[config.mk]
export PLATFORM = sky130hd
export DESIGN_NAME = pipeline_hazard_controller
export DESIGN_NICKNAME = d
export VERILOG_FILES = /design/src/rtl/hazard_pkg.sv /design/src/rtl/sat_counter.sv /design/src/rtl/pipeline_hazard_controller.sv
export SDC_FILE = /design/constraint.sdc
export NUM_CORES = 1
export LEC_CHECK = 0
export ABC_AREA = 1
export CAP_MARGIN = 5
export CORE_MARGIN = 1
export CORE_UTILIZATION = 45
export CTS_CLUSTER_DIAMETER = 80
export DETAILED_ROUTE_END_ITERATION = 10
export GPL_ROUTABILITY_DRIVEN = 0
export PLACE_DENSITY = 0.72
export SLEW_MARGIN = 0
export SYNTH_ARGS = -nofsm -noshare
export SYNTH_HDL_FRONTEND = slang
export SYNTH_SLANG_ARGS = --single-unit
[constraint.sdc]
create_clock -name clk -period 4.3 [get_ports clk]
set_clock_uncertainty 0.05 [all_clocks]
set_input_delay 0.43 -clock clk [delete_from_list [all_inputs] [get_ports clk]]
set_output_delay 0.43 -clock clk [all_outputs]
set_load 0.01 [all_outputs]
[src/rtl/hazard_pkg.sv]
// hazard_pkg: shared FSM state type and load-use bubble-count limits.
package hazard_pkg;
   typedef enum logic {IDLE, LOAD_STALL} state_e;
   localparam int STALL_MIN = 1;
   localparam int STALL_MAX = 15;
   function automatic int clamp_stalls(input int n);
      return n < STALL_MIN ? STALL_MIN : n > STALL_MAX ? STALL_MAX : n;
   endfunction
endpackage

[src/rtl/sat_counter.sv]
// sat_counter: saturating up-counter with synchronous clear taking priority over increment.
module sat_counter #(
   parameter int CNT_WIDTH = 32
) (
   input  logic                 clk,
   input  logic                 reset_n,
   input  logic                 inc,
   input  logic                 clr,
   output logic [CNT_WIDTH-1:0] count
);
   logic [CNT_WIDTH-1:0] count_q, count_d;
   always_comb count_d = clr ? '0 : (inc && count_q != '1) ? count_q + CNT_WIDTH'(1) : count_q;
   always_ff @(posedge clk or negedge reset_n)
      if (!reset_n) count_q <= '0;
      else count_q <= count_d;
   assign count = count_q;
endmodule

[src/rtl/pipeline_hazard_controller.sv]
// pipeline_hazard_controller: load-use stall, branch flush and memory-freeze control
// for a five-stage pipeline, with saturating stall/flush performance counters.
module pipeline_hazard_controller
   import hazard_pkg::*;
#(
   parameter int REG_ADDR_WIDTH        = 5,
   parameter int LOAD_USE_STALL_CYCLES = 1,
   parameter int CNT_WIDTH             = 32
) (
   input  logic                      clk,
   input  logic                      reset_n,
   input  logic                      ex_mem_read,
   input  logic [REG_ADDR_WIDTH-1:0] ex_rd,
   input  logic [REG_ADDR_WIDTH-1:0] id_rs1,
   input  logic [REG_ADDR_WIDTH-1:0] id_rs2,
   input  logic                      id_rs1_used,
   input  logic                      id_rs2_used,
   input  logic                      branch_taken_ex,
   input  logic                      mem_busy,
   input  logic                      clear_counters,
   output logic                      pc_write,
   output logic                      if_id_write,
   output logic                      id_ex_write,
   output logic                      ex_mem_write,
   output logic                      if_id_flush,
   output logic                      id_ex_bubble,
   output logic [CNT_WIDTH-1:0]      stall_cycles,
   output logic [CNT_WIDTH-1:0]      flush_count
);
   localparam int STALLS = clamp_stalls(LOAD_USE_STALL_CYCLES);
   localparam logic [3:0] REM_INIT = 4'(STALLS - 1);

   state_e     state_q, state_d;
   logic [3:0] rem_q, rem_d;
   logic       hazard, run, stall, flush;

   assign hazard = ex_mem_read && ex_rd != '0 &&
                   ((id_rs1_used && id_rs1 == ex_rd) || (id_rs2_used && id_rs2 == ex_rd));

   always_ff @(posedge clk or negedge reset_n)
      if (!reset_n) begin
         state_q <= IDLE;
         rem_q   <= '0;
      end else begin
         state_q <= state_d;
         rem_q   <= rem_d;
      end

   // The hazard cycle itself is the first bubble, so only STALLS-1 remain afterwards.
   always_comb begin
      state_d = state_q;
      rem_d   = rem_q;
      if (!mem_busy) begin
         if (state_q == LOAD_STALL) begin
            rem_d   = rem_q - 4'd1;
            state_d = rem_q == 4'd1 ? IDLE : LOAD_STALL;
         end else if (!branch_taken_ex && hazard && STALLS > 1) begin
            state_d = LOAD_STALL;
            rem_d   = REM_INIT;
         end
      end
   end

   // Reset gates every enable low immediately, independent of the clock.
   always_comb begin
      run          = reset_n && !mem_busy;
      stall        = run && (state_q == LOAD_STALL || (!branch_taken_ex && hazard));
      flush        = run && state_q == IDLE && branch_taken_ex;
      pc_write     = run && !stall;
      if_id_write  = run && !stall;
      id_ex_write  = run;
      ex_mem_write = run;
      if_id_flush  = flush;
      id_ex_bubble = stall || flush;
   end

   sat_counter #(.CNT_WIDTH(CNT_WIDTH)) u_stall_cnt (
      .clk     (clk),
      .reset_n (reset_n),
      .inc     (!pc_write),
      .clr     (clear_counters),
      .count   (stall_cycles)
   );

   sat_counter #(.CNT_WIDTH(CNT_WIDTH)) u_flush_cnt (
      .clk     (clk),
      .reset_n (reset_n),
      .inc     (if_id_flush),
      .clr     (clear_counters),
      .count   (flush_count)
   );
endmodule

## Word-level counts from Yosys, hierarchy flattened

Index checks and enable logic that the tools add are counted.

| operators by class | value |
|---|---|
| $add $sub $neg | 3 |
| eq/ne operators | 5 |
| muxes and demuxes | 6 |
| bitwise gates (word level) | 2 |
| reductions and logical operators | 23 |

Operators by type and width:

| kind | number |
|---|---|
| $mux 32 | 4 |
| $add 32x1->32 const B | 2 |
| $ne 32x32->1 const B | 2 |
| $logic_and 1x1->1 | 12 |
| $eq 5x5->1 | 2 |
| $reduce_bool 5->1 | 1 |
| $eq 4x1->1 const B | 1 |
| $logic_not 1->1 | 4 |
| $reduce_bool 2->1 | 2 |
| $sub 4x1->4 const B | 1 |
| $logic_or 1x1->1 | 3 |
| $mux 1 | 2 |
| $not 1->1 | 2 |
| $reduce_and 2->1 | 1 |

| word-level totals | value |
|---|---|
| register bits after elaboration | 69 |
| input port bits | 23 |
| output and inout port bits | 70 |
| word-level logic and storage cells | 43 |

## Depth between registers and ports, before layout

Gate-level depths: netlist of the first run.

| logic depth | value |
|---|---|
| depth after elaboration | 13 |
| mapped depth | 12 |
| gate-level depth less buffers | 11 |

## Modules after synthesis

From an unflattened synthesis of the first run, not the netlist that was laid out.

| unflattened totals | value |
|---|---|
| cell total of the unflattened synthesis | 782 |
| area total of the unflattened synthesis | 5012.3 µm² |

Modules (own cells, without submodules):

| module | times used | cells an instance | area each (µm²) | sequential area each (µm²) |
|---|---|---|---|---|
| sat_counter | 2 | 345 | 2243.4 | 800.8 |
| pipeline_hazard_controller | 1 | 92 | 525.5 | 125.1 |

## Worst setup path before layout of the first run

OpenSTA, ideal clock, no wires.

| path | value |
|---|---|
| path kind | input to output |
| start point | input port ex_rd[3] |
| end point | output port pc_write |
| arrival time | 1.524 ns |
| data required time | 3.820 ns |
| path slack | 2.296 ns |
| stages | 11 |
| buffers on the path | 2 |
| cell sequence | inv_1 > nand2_1 > nand2_1 > nor2_1 > nand3_1 > nand2_1 > nand2_1 > nand3_2 > clkbuf_1 > inv_1 > buf_4 |

| on the way | value |
|---|---|
| longest elaborated chain between the ends | 9 |
| elaborated cells between the ends (all ways) | 13 |
| classes of those cells | 2 x eq/ne; 11 x reduce/logical |

Ends and longest elaborated chain:

| what | line | RTL |
|---|---|---|
| start: declaration | pipeline_hazard_controller.sv:13 | `input logic [REG_ADDR_WIDTH-1:0] ex_rd,` |
| $eq 5x5->1 | pipeline_hazard_controller.sv:38 | `((id_rs1_used && id_rs1 == ex_rd) \|\| (id_rs2_used && id_rs2 == ex_rd));` |
| $logic_and 1x1->1 | pipeline_hazard_controller.sv:38 |  |
| $logic_or 1x1->1 | pipeline_hazard_controller.sv:38 |  |
| $logic_and 1x1->1 (*) | pipeline_hazard_controller.sv:37 | `assign hazard = ex_mem_read && ex_rd != '0 &&` |
| $logic_and 1x1->1 (*) | pipeline_hazard_controller.sv:67 | `stall = run && (state_q == LOAD_STALL \|\| (!branch_taken_ex && hazard));` |
| $logic_or 1x1->1 (*) | pipeline_hazard_controller.sv:67 |  |
| $logic_and 1x1->1 (*) | pipeline_hazard_controller.sv:67 |  |
| $logic_not 1->1 (*) | n/a |  |
| $logic_and 1x1->1 (*) | n/a |  |
| end: declaration | pipeline_hazard_controller.sv:21 | `output logic pc_write,` |

Mark *: on every way between the ends. The rest lies on a longest branch, timed or not.

## Worst setup path in the final report of the first run

| path | value |
|---|---|
| start point | input port ex_rd[4] |
| end point | output port if_id_write |

| on the way | value |
|---|---|
| longest elaborated chain between the ends | 9 |
| elaborated cells between the ends (all ways) | 13 |
| classes of those cells | 2 x eq/ne; 11 x reduce/logical |

Ends and longest elaborated chain:

| what | line | RTL |
|---|---|---|
| $eq 5x5->1 | pipeline_hazard_controller.sv:38 |  |
| $logic_and 1x1->1 | pipeline_hazard_controller.sv:38 |  |
| $logic_or 1x1->1 | pipeline_hazard_controller.sv:38 |  |
| $logic_and 1x1->1 (*) | pipeline_hazard_controller.sv:37 |  |
| $logic_and 1x1->1 (*) | pipeline_hazard_controller.sv:67 |  |
| $logic_or 1x1->1 (*) | pipeline_hazard_controller.sv:67 |  |
| $logic_and 1x1->1 (*) | pipeline_hazard_controller.sv:67 |  |
| $logic_not 1->1 (*) | pipeline_hazard_controller.sv:70 | `if_id_write = run && !stall;` |
| $logic_and 1x1->1 (*) | pipeline_hazard_controller.sv:70 |  |
| end: declaration | pipeline_hazard_controller.sv:22 | `output logic if_id_write,` |

Marks and branches as above.

==> results of run 1 <==
metrics by stage:
stage	setup slack, ns	area [sq um]	util (%)
6_report	1.36	6240	57.3
2_1_floorplan	2.30	5060	-
3_5_place_dp	1.36	6010	55.2
3_3_place_gp	1.42	6010	55.2
4_1_cts	1.35	6240	57.3
5_1_grt	1.17	6240	57.3
worst max-delay path by stage:
stage	startpoint	endpoint	cells after the start
finish	ex_rd[4]	if_id_write	12
global route	ex_rd[2]	if_id_write	12
CTS	ex_rd[3]	if_id_write	12
detailed placement	ex_rd[4]	if_id_write	12
global placement	ex_rd[3]	if_id_write	12
floorplan	ex_rd[3]	pc_write	11
power by group through the flow:
stage / Combinational (mW) / Sequential (mW) / Clock [mW]
after global placement: 0.209 / 0.718 / 0
after CTS: 0.223 / 0.708 / 0.651
after floorplan: 0.140 / 0.716 / 0
final: 0.220 / 0.709 / 0.644
after global routing: 0.249 / 0.713 / 0.680
after detailed placement: 0.221 / 0.720 / 0
state kept, by name, summed over array words and instances, names as in the netlist:
signal             count
u_flush_cnt.count     32
u_stall_cnt.count     32
rem_q                  4
state_q                1
critical path, stage by stage:
cell,delay (ns)
clkdlybuf4s50_1,0.50
inv_1,0.08
nand2_1,0.06
nand2_1,0.04
nor2_1,0.11
nand3_1,0.08
nand2_1,0.07
nand2_1,0.08
nand3_2,0.07
buf_4,0.35
inv_1,0.10
clkdlybuf4s50_1,0.49
per-layer routing:
metal	global-route usage [%]	vias up
met5	0	-
met2	42.2	180
met1	33.2	2453
met4	13.1	0
met3	3.50	40
li1	-	2631
cells by family (layout without fill, tap and decap cells):
logic type	after synthesis	after routing	synth area share [%]
fa+ha+maj	4	4	0.989
simple gates	505	505	44.2
compound gates	39	39	4.28
flops	69	69	34.1
buf+inv	128	211	10.7
xor+xnor	33	33	5.71
placed cells by master (no fill, tap or decap), types with 5 or more instances in the layout:
master and n:
xor2_1 26, o21ai_1 23, dfrtp_1 69, nand3_1 86
nand2_1 246, a21o_1 5, nor3_1 15, nor2_1 100
inv_1 94, xnor2_1 7, inv_2 6, clkdlybuf4s50_1 91
clkbuf_8 9, o21ai_0 6, nand4_1 40
cell type report:
| cell class | count | area, sq um | area share (%) |
|---|---|---|---|
| Timing Repair Buffer | 95 | 938 | 15.0 |
| Sequential cell | 69 | 1730 | 27.7 |
| Inverter | 101 | 380 | 6.10 |
| Clock buffer | 10 | 128 | 2.05 |
| Multi-Input combinational cell | 581 | 2790 | 44.7 |
| Tap cell | 140 | 175 | 2.81 |
| Clock inverter | 5 | 100 | 1.60 |
==> flow_metrics.tcl, run 1 <==
set metrics [dict create \
    cp.required_ns 3.82 \
    vias 5304 \
    fmax_ghz 0.340 \
    ys_ff_latch 69 \
    routed_via_density 5.30 \
    synthCells 778 \
    clockRootBuffer "clkbuf_8" \
    rows 38 \
    tightest_slew_ns 0.897 \
    hold_class "in -> async" \
    fin_crit_ns 2.94 \
    relSlewSlack_pct 40.2 \
    wl_met1_um 6250 \
    totalPowerFinal_mw 1.57 \
    area_delta_synth_final_pct 23.3 \
    ir_drop_mv 0.152 \
    syn-num-nets 805 \
    grt_max_degree 87 \
    grt_pass1_wl_um 23700 \
    critPathKind "in -> out" \
    fp.dieW_um 108 \
    antenna_found_initial 0 \
    netlist_area_sq_mm 0.00506 \
    intPower_mw 1.14 \
    outcome "finished clean" \
    clockPowerShare_pct 41.0 \
    end_kind "output pin" \
    synth_commonest_cells "nand2_1 (246), nor2_1 (100), inv_1 (94), nand3_1 (86), dfrtp_1 (69)" \
    regToRegSetupSlack_ns 1.56 \
    core_sq_mm 0.0109 \
    diodes 0 \
    fillers 1066 \
    clkSinkCount 69 \
    pwr-share-comb_pct 14.0 \
    finalNonFillerCells 1001 \
    hpwl_um 10200 \
    grt_overflow 0 \
    nets 884 \
    cp-start-kind "input pin" \
    start_util_pct 46.5 \
    powerDensity_mw_per_mm2 252 \
    grt_pass1_vias 5006 \
    netlist-cell-type-count 34 \
    cap_viol_max_count 0 \
    cts_setup_buffers 0 \
    r2r_end "u_stall_cnt.count[26]$_DFFE_PN0P_" \
    wl_met3_um 722 \
    portBuffers 92 \
    swShare_pct 27.6 \
    worstPathMaxFanout 34 \
    yosysSeqAreaShare_pct 34.1 \
    ff2ff_path_depth 9 \
    dieArea_sq_mm 0.0117 \
    track_usage_pct 25.8 \
    whs_ns 0.293 \
    tritoncts "done" \
    fin_tns_setup_ns 0 \
    drv_slew 0 \
    synth_top_area_share_pct 34.1 \
    yosys_warnings 0 \
    cts_resized 0 \
    antenna_left 0 \
    async_flop_share_pct 100 \
    place_inst 986 \
    synth_flop_cell "dfrtp_1" \
    clk_path_buf_depth 2 \
    ys_top_cells_by_area "dfrtp_1 (34%), nand2_1 (18%), nand3_1 (8.5%)" \
    rr_startpoint "u_stall_cnt.count[0]$_DFFE_PN0P_" \
    cts_made_buffers 9 \
    drive_gt1_share_pct 4.88 \
    syn_avg_cell_area_sq_um 6.50 \
    power_leakage_nw 2.90 \
    arrival_ns 2.46 \
    top_layer "met4" \
    die_h_um 108 \
    setup_violations 0 \
    yosysMostFrequentCell "nand2_1" \
    dr.pass1.iters 5 \
    clk_latency_ns 0.36 \
    pwr-share-seq_pct 45.1 \
    cts_hold_buf 0 \
    avgRoutedWirePerCell_um 14.1 \
    synth_edf_count 0 \
    wl_met2_um 6700 \
    wl_um 14100 \
    htree_num_levels 3 \
    io_pins 93 \
    p_sw_uw 434 \
    cts.clk_slew.worst_paths_ns 0.08 \
    min_period_over_period_pct 68.5 \
    hold_violations 0 \
    synth_top_area_cell "dfrtp_1" \
    rsz0062_at_grt "false" \
    drt_iter0_markers 404 \
    drcViolationCount 0 \
]
Power figures use the tool's default switching activity.
==> run 2: changes to the inputs <==
- clock period: 4.3 -> 3 ns (I/O delays scaled with it)
==> run 2 against run 1 <==
Total power is 39% higher. Hold slack worse by 0.14 ns. First-iteration DRC count is 0.25% higher. Worst setup slack worse by 0.83 ns. Global-route usage is 0.31 points lower. Cell count is 0.20% higher. Via count is 0.70% lower. Sequential cell count stayed put. Cell area hardly changed. Clock power is 35% higher. Count of clock-buffer cells in the layout stayed put.
==> flow_metrics.tcl, run 2 (synthesis gave the netlist of run 1 again) <==
set metrics [dict create \
    arrival_ns 2.65 \
    cts_hold_buf 0 \
    diodes 0 \
    grt_pass1_vias 4871 \
    htree_num_levels 3 \
    hold_violations 0 \
    ir_drop_mv 0.224 \
    end_kind "flop" \
    r2r_end "u_flush_cnt.count[27]$_DFFE_PN0P_" \
    dr.pass1.iters 7 \
    antenna_left 0 \
    cts_setup_buffers 0 \
    totalPowerFinal_mw 2.19 \
    cts_resized 0 \
    whs_ns 0.151 \
    avgRoutedWirePerCell_um 14.0 \
    fmax_ghz 0.405 \
    p_sw_uw 617 \
    track_usage_pct 25.5 \
    fin_tns_setup_ns 0 \
    tightest_slew_ns 0.901 \
    fillers 1022 \
    critPathKind "reg -> reg" \
    utilization_pct 57.3 \
    clockRootBuffer "clkbuf_8" \
    cts.clk_slew.worst_paths_ns 0.08 \
    rr_startpoint "u_flush_cnt.count[0]$_DFFE_PN0P_" \
    powerDensity_mw_per_mm2 351 \
    pwr-share-seq_pct 46.2 \
    start_util_pct 46.5 \
    cp.required_ns 3.18 \
    pwr-share-comb_pct 14.2 \
    setup_violations 0 \
    rsz0062_at_grt "false" \
    drv_slew 0 \
    wl_um 14000 \
    vias 5267 \
    drcViolationCount 0 \
    swShare_pct 28.2 \
    hpwl_um 10200 \
    io_pins 93 \
    hold_class "in -> async" \
    core_sq_mm 0.0109 \
    stdcell_area_sq_mm 0.00624 \
    tritoncts "done" \
    grt_pass1_wl_um 23600 \
    regToRegSetupSlack_ns 0.53 \
    area_delta_synth_final_pct 23.4 \
    finalNonFillerCells 1003 \
    grt_max_degree 87 \
    cap_viol_max_count 0 \
    clk_path_buf_depth 2 \
    cts_made_buffers 9 \
    fp.dieW_um 108 \
    routed_via_density 5.25 \
    finalWorstSetupSlack_ns 0.531 \
    layout_common_cells "nand2_1 (246), nor2_1 (100), inv_1 (94)" \
    final_common_cell "nand2_1" \
    rows 38 \
    min_period_over_period_pct 82.3 \
    drt_iter0_markers 405 \
    dpl_worst_slack_ns 0.281 \
    ff2ff_path_depth 10 \
    place_area_sq_mm 0.00602 \
    clockPowerShare_pct 39.6 \
    worstPathMaxFanout 30 \
    drive_gt1_share_pct 5.21 \
    clkSinkCount 69 \
    portBuffers 92 \
    antenna_found_initial 0 \
    die_h_um 108 \
    cp-start-kind "flop" \
    intPower_mw 1.57 \
    relSlewSlack_pct 39.9 \
    clk_latency_ns 0.36 \
    power_leakage_nw 2.90 \
    place_inst 987 \
    nets 885 \
    outcome "finished clean" \
    dieArea_sq_mm 0.0117 \
    grt_overflow 0 \
    fin_crit_ns 2.47 \
]
run 2: cell types whose count changed in the layout (fill, tap and decap cells not counted):
cell	delta
bufinv_16	-1
buf_4	+1
clkinv_4	+1
clkbuf_8	+1
clkinvlp_4	+1
clkbuf_1	-1
run 2: worst max-delay path, stage by stage (launching register included):
cell	delay, ns
dfrtp_1	0.43
ha_1	0.30
inv_2	0.07
nor2_4	0.18
nand2_2	0.12
nor2_4	0.18
nand3_2	0.08
nand2_2	0.13
nand2_2	0.25
clkinv_2	0.39
o21ai_0	0.16
run 2: final cells by class:
| cell class | instances | area [sq um] | area share, % |
|---|---|---|---|
| clock buffer | 10 | 138 | 2.20 |
| sequential | 69 | 1730 | 27.7 |
| timing repair buffer | 96 | 946 | 15.2 |
| multi-input combinational | 581 | 2790 | 44.7 |
| clock inverter | 6 | 86.3 | 1.38 |
| inverter | 101 | 380 | 6.09 |
| tap | 140 | 175 | 2.81 |
run 2: metal layers:
metal | vias to the layer above | global-route usage (%) | wire length [um]
met2 | 191 | 40.5 | 6420
met4 | 0 | 10.2 | 314
li1 | 2638 | - | -
met1 | 2406 | 35.0 | 6490
met5 | - | 0 | 0
met3 | 32 | 3.25 | 790
run 2: how the worst max path moves through the flow:
stage / startpoint / endpoint / slack, ns / cells past startpoint
floorplan: u_flush_cnt.count[0]$_DFFE_PN0P_ / u_flush_cnt.count[11]$_DFFE_PN0P_ / 1.17 / 11
global placement: mem_busy / u_flush_cnt.count[27]$_DFFE_PN0P_ / 0.37 / 9
detailed placement: mem_busy / u_flush_cnt.count[21]$_DFFE_PN0P_ / 0.28 / 8
CTS: u_flush_cnt.count[0]$_DFFE_PN0P_ / u_flush_cnt.count[27]$_DFFE_PN0P_ / 0.50 / 10
global route: u_flush_cnt.count[0]$_DFFE_PN0P_ / u_flush_cnt.count[27]$_DFFE_PN0P_ / 0.31 / 10
finish: u_flush_cnt.count[0]$_DFFE_PN0P_ / u_flush_cnt.count[27]$_DFFE_PN0P_ / 0.53 / 10
run 2: power by group through the flow:
stage / clock network, mW / registers (mW) / logic (mW)
after floorplan: 0 / 1.03 / 0.201
after global placement: 0 / 1.03 / 0.302
after detailed placement: 0 / 1.03 / 0.313
after CTS: 0.879 / 1.01 / 0.314
after global routing: 0.928 / 1.02 / 0.349
final: 0.869 / 1.01 / 0.311
==> run 3: changes to the inputs <==
- PLACE_DENSITY: 0.72 -> 0.75
- clock period: 3 -> 2.1 ns (I/O delays scaled with it)
==> run 3 against run 2 <==
Register-to-register slack got worse by 0.35 ns. Routed wire length is 0.36% lower. Sequential share of layout area is 0.73 points lower. Sequential power up 43%. Global-route usage down 0.28 points. Critical endpoint is now pc_write. Highest routed layer unchanged.
==> flow_metrics.tcl, run 3 (synthesis gave the netlist of run 1 again) <==
set metrics [dict create \
    drt_iter0_markers 421 \
    cp.required_ns 1.84 \
    worstPathMaxFanout 3 \
    fmax_ghz 0.520 \
    utilization_pct 58.9 \
    fin_crit_ns 1.92 \
    fp.dieW_um 108 \
    antenna_left 0 \
    rsz0062_at_grt "false" \
    clockRootBuffer "clkbuf_8" \
    tritoncts "done" \
    clkSinkCount 69 \
    place_area_sq_mm 0.00621 \
    stdcell_area_sq_mm 0.00641 \
    clk_path_buf_depth 2 \
    dieArea_sq_mm 0.0117 \
    io_pins 93 \
    hpwl_um 10600 \
    cp-start-kind "input pin" \
    arrival_ns 1.66 \
    powerDensity_mw_per_mm2 463 \
    critPathKind "in -> out" \
    hold_class "in -> async" \
    layout_common_cells "nand2_1 (246), nor2_1 (98), inv_1 (94)" \
    nets 910 \
    finalWorstSetupSlack_ns 0.176 \
    wl_um 14000 \
    htree_num_levels 3 \
    avgRoutedWirePerCell_um 13.6 \
    clk_latency_ns 0.35 \
    cts.clk_slew.worst_paths_ns 0.08 \
    min_period_over_period_pct 91.6 \
    grt_overflow 0 \
    track_usage_pct 25.2 \
    core_sq_mm 0.0109 \
    area_delta_synth_final_pct 26.8 \
    totalPowerFinal_mw 2.97 \
    tightest_slew_ns 0.909 \
    cts_made_buffers 9 \
    dr.pass1.iters 5 \
    drive_gt1_share_pct 8.12 \
    hold_violations 0 \
    grt_pass1_wl_um 23000 \
    antenna_found_initial 0 \
    cap_viol_max_count 0 \
    die_h_um 108 \
    outcome "finished clean" \
    routed_via_density 5.12 \
    ir_drop_mv 0.283 \
    final_common_cell "nand2_1" \
    portBuffers 92 \
    start_util_pct 46.5 \
    whs_ns 0.0493 \
    setup_violations 0 \
    drcViolationCount 0 \
    grt_max_degree 70 \
    drv_slew 0 \
    rows 38 \
    dpl_worst_slack_ns -0.117 \
    power_leakage_nw 3.04 \
    grt_pass1_vias 4680 \
    vias 5263 \
    diodes 0 \
    end_kind "output pin" \
    relSlewSlack_pct 39.4 \
]
-- run 3: what timing repair did --
action	CTS	global route
endpoints found under the setup margin	3	32
hold buffers	0	0
gates resized for setup	3	6
setup buffers	0	2
pin swaps	0	1
-- run 3: report_power, final --
part / switching [mW] / internal, mW
clock network: 0.512 / 0.531
registers: 0.0545 / 1.39
logic: 0.292 / 0.194
-- run 3: cell type report --
cell class                      count  area (sq um)
Fill cell                        1058          4480
Clock inverter                      6          55.1
Clock buffer                        9           124
Sequential cell                    69          1730
Multi-Input combinational cell    581          2800
Timing Repair Buffer              121          1150
Tap cell                          140           175
Inverter                          101           384
-- run 3: worst max-delay path, cell delays in order --
cell,delay [ns]
clkdlybuf4s50_1,0.51
inv_1,0.09
nand2_1,0.06
nand2_1,0.06
nor2_2,0.11
nand3_1,0.07
nand2_1,0.06
nand2_1,0.07
nand3_2,0.08
inv_1,0.06
dlygate4sd2_1,0.28
-- run 3: final timing paths --
check	start	endpoint	slack (ns)	cells after the start
max in group asynchronous	reset_n	u_stall_cnt.count[29]$_DFFE_PN0P_	1.34	2
worst max register to register	u_flush_cnt.count[1]$_DFFE_PN0P_	u_flush_cnt.count[7]$_DFFE_PN0P_	0.18	11
worst min register to register	rem_q[3]$_DFFE_PN0P_	rem_q[3]$_DFFE_PN0P_	0.43	1
min in group clk	rem_q[3]$_DFFE_PN0P_	rem_q[3]$_DFFE_PN0P_	0.43	1
worst max-delay path	ex_rd[3]	pc_write	0.18	11
worst min-delay path	reset_n	u_flush_cnt.count[14]$_DFFE_PN0P_	0.05	2
-- run 3: routing by layer --
layer | track usage [%] | part of all wire (%) | vias to the layer above
li1 | - | - | 2689
met1 | 35.1 | 46 | 2371
met2 | 39.9 | 46 | 175
met3 | 3.38 | 5.4 | 28
met4 | 8.81 | 2.0 | 0
met5 | 0 | 0 | -
-- run 3: stage by stage --
stage,std cells,setup TNS [ns]
finish,1027,0
global route,1027,0
CTS,1025,0
detailed placement,1010,-0.463
global placement,1010,-0.0663
floorplan,778,0
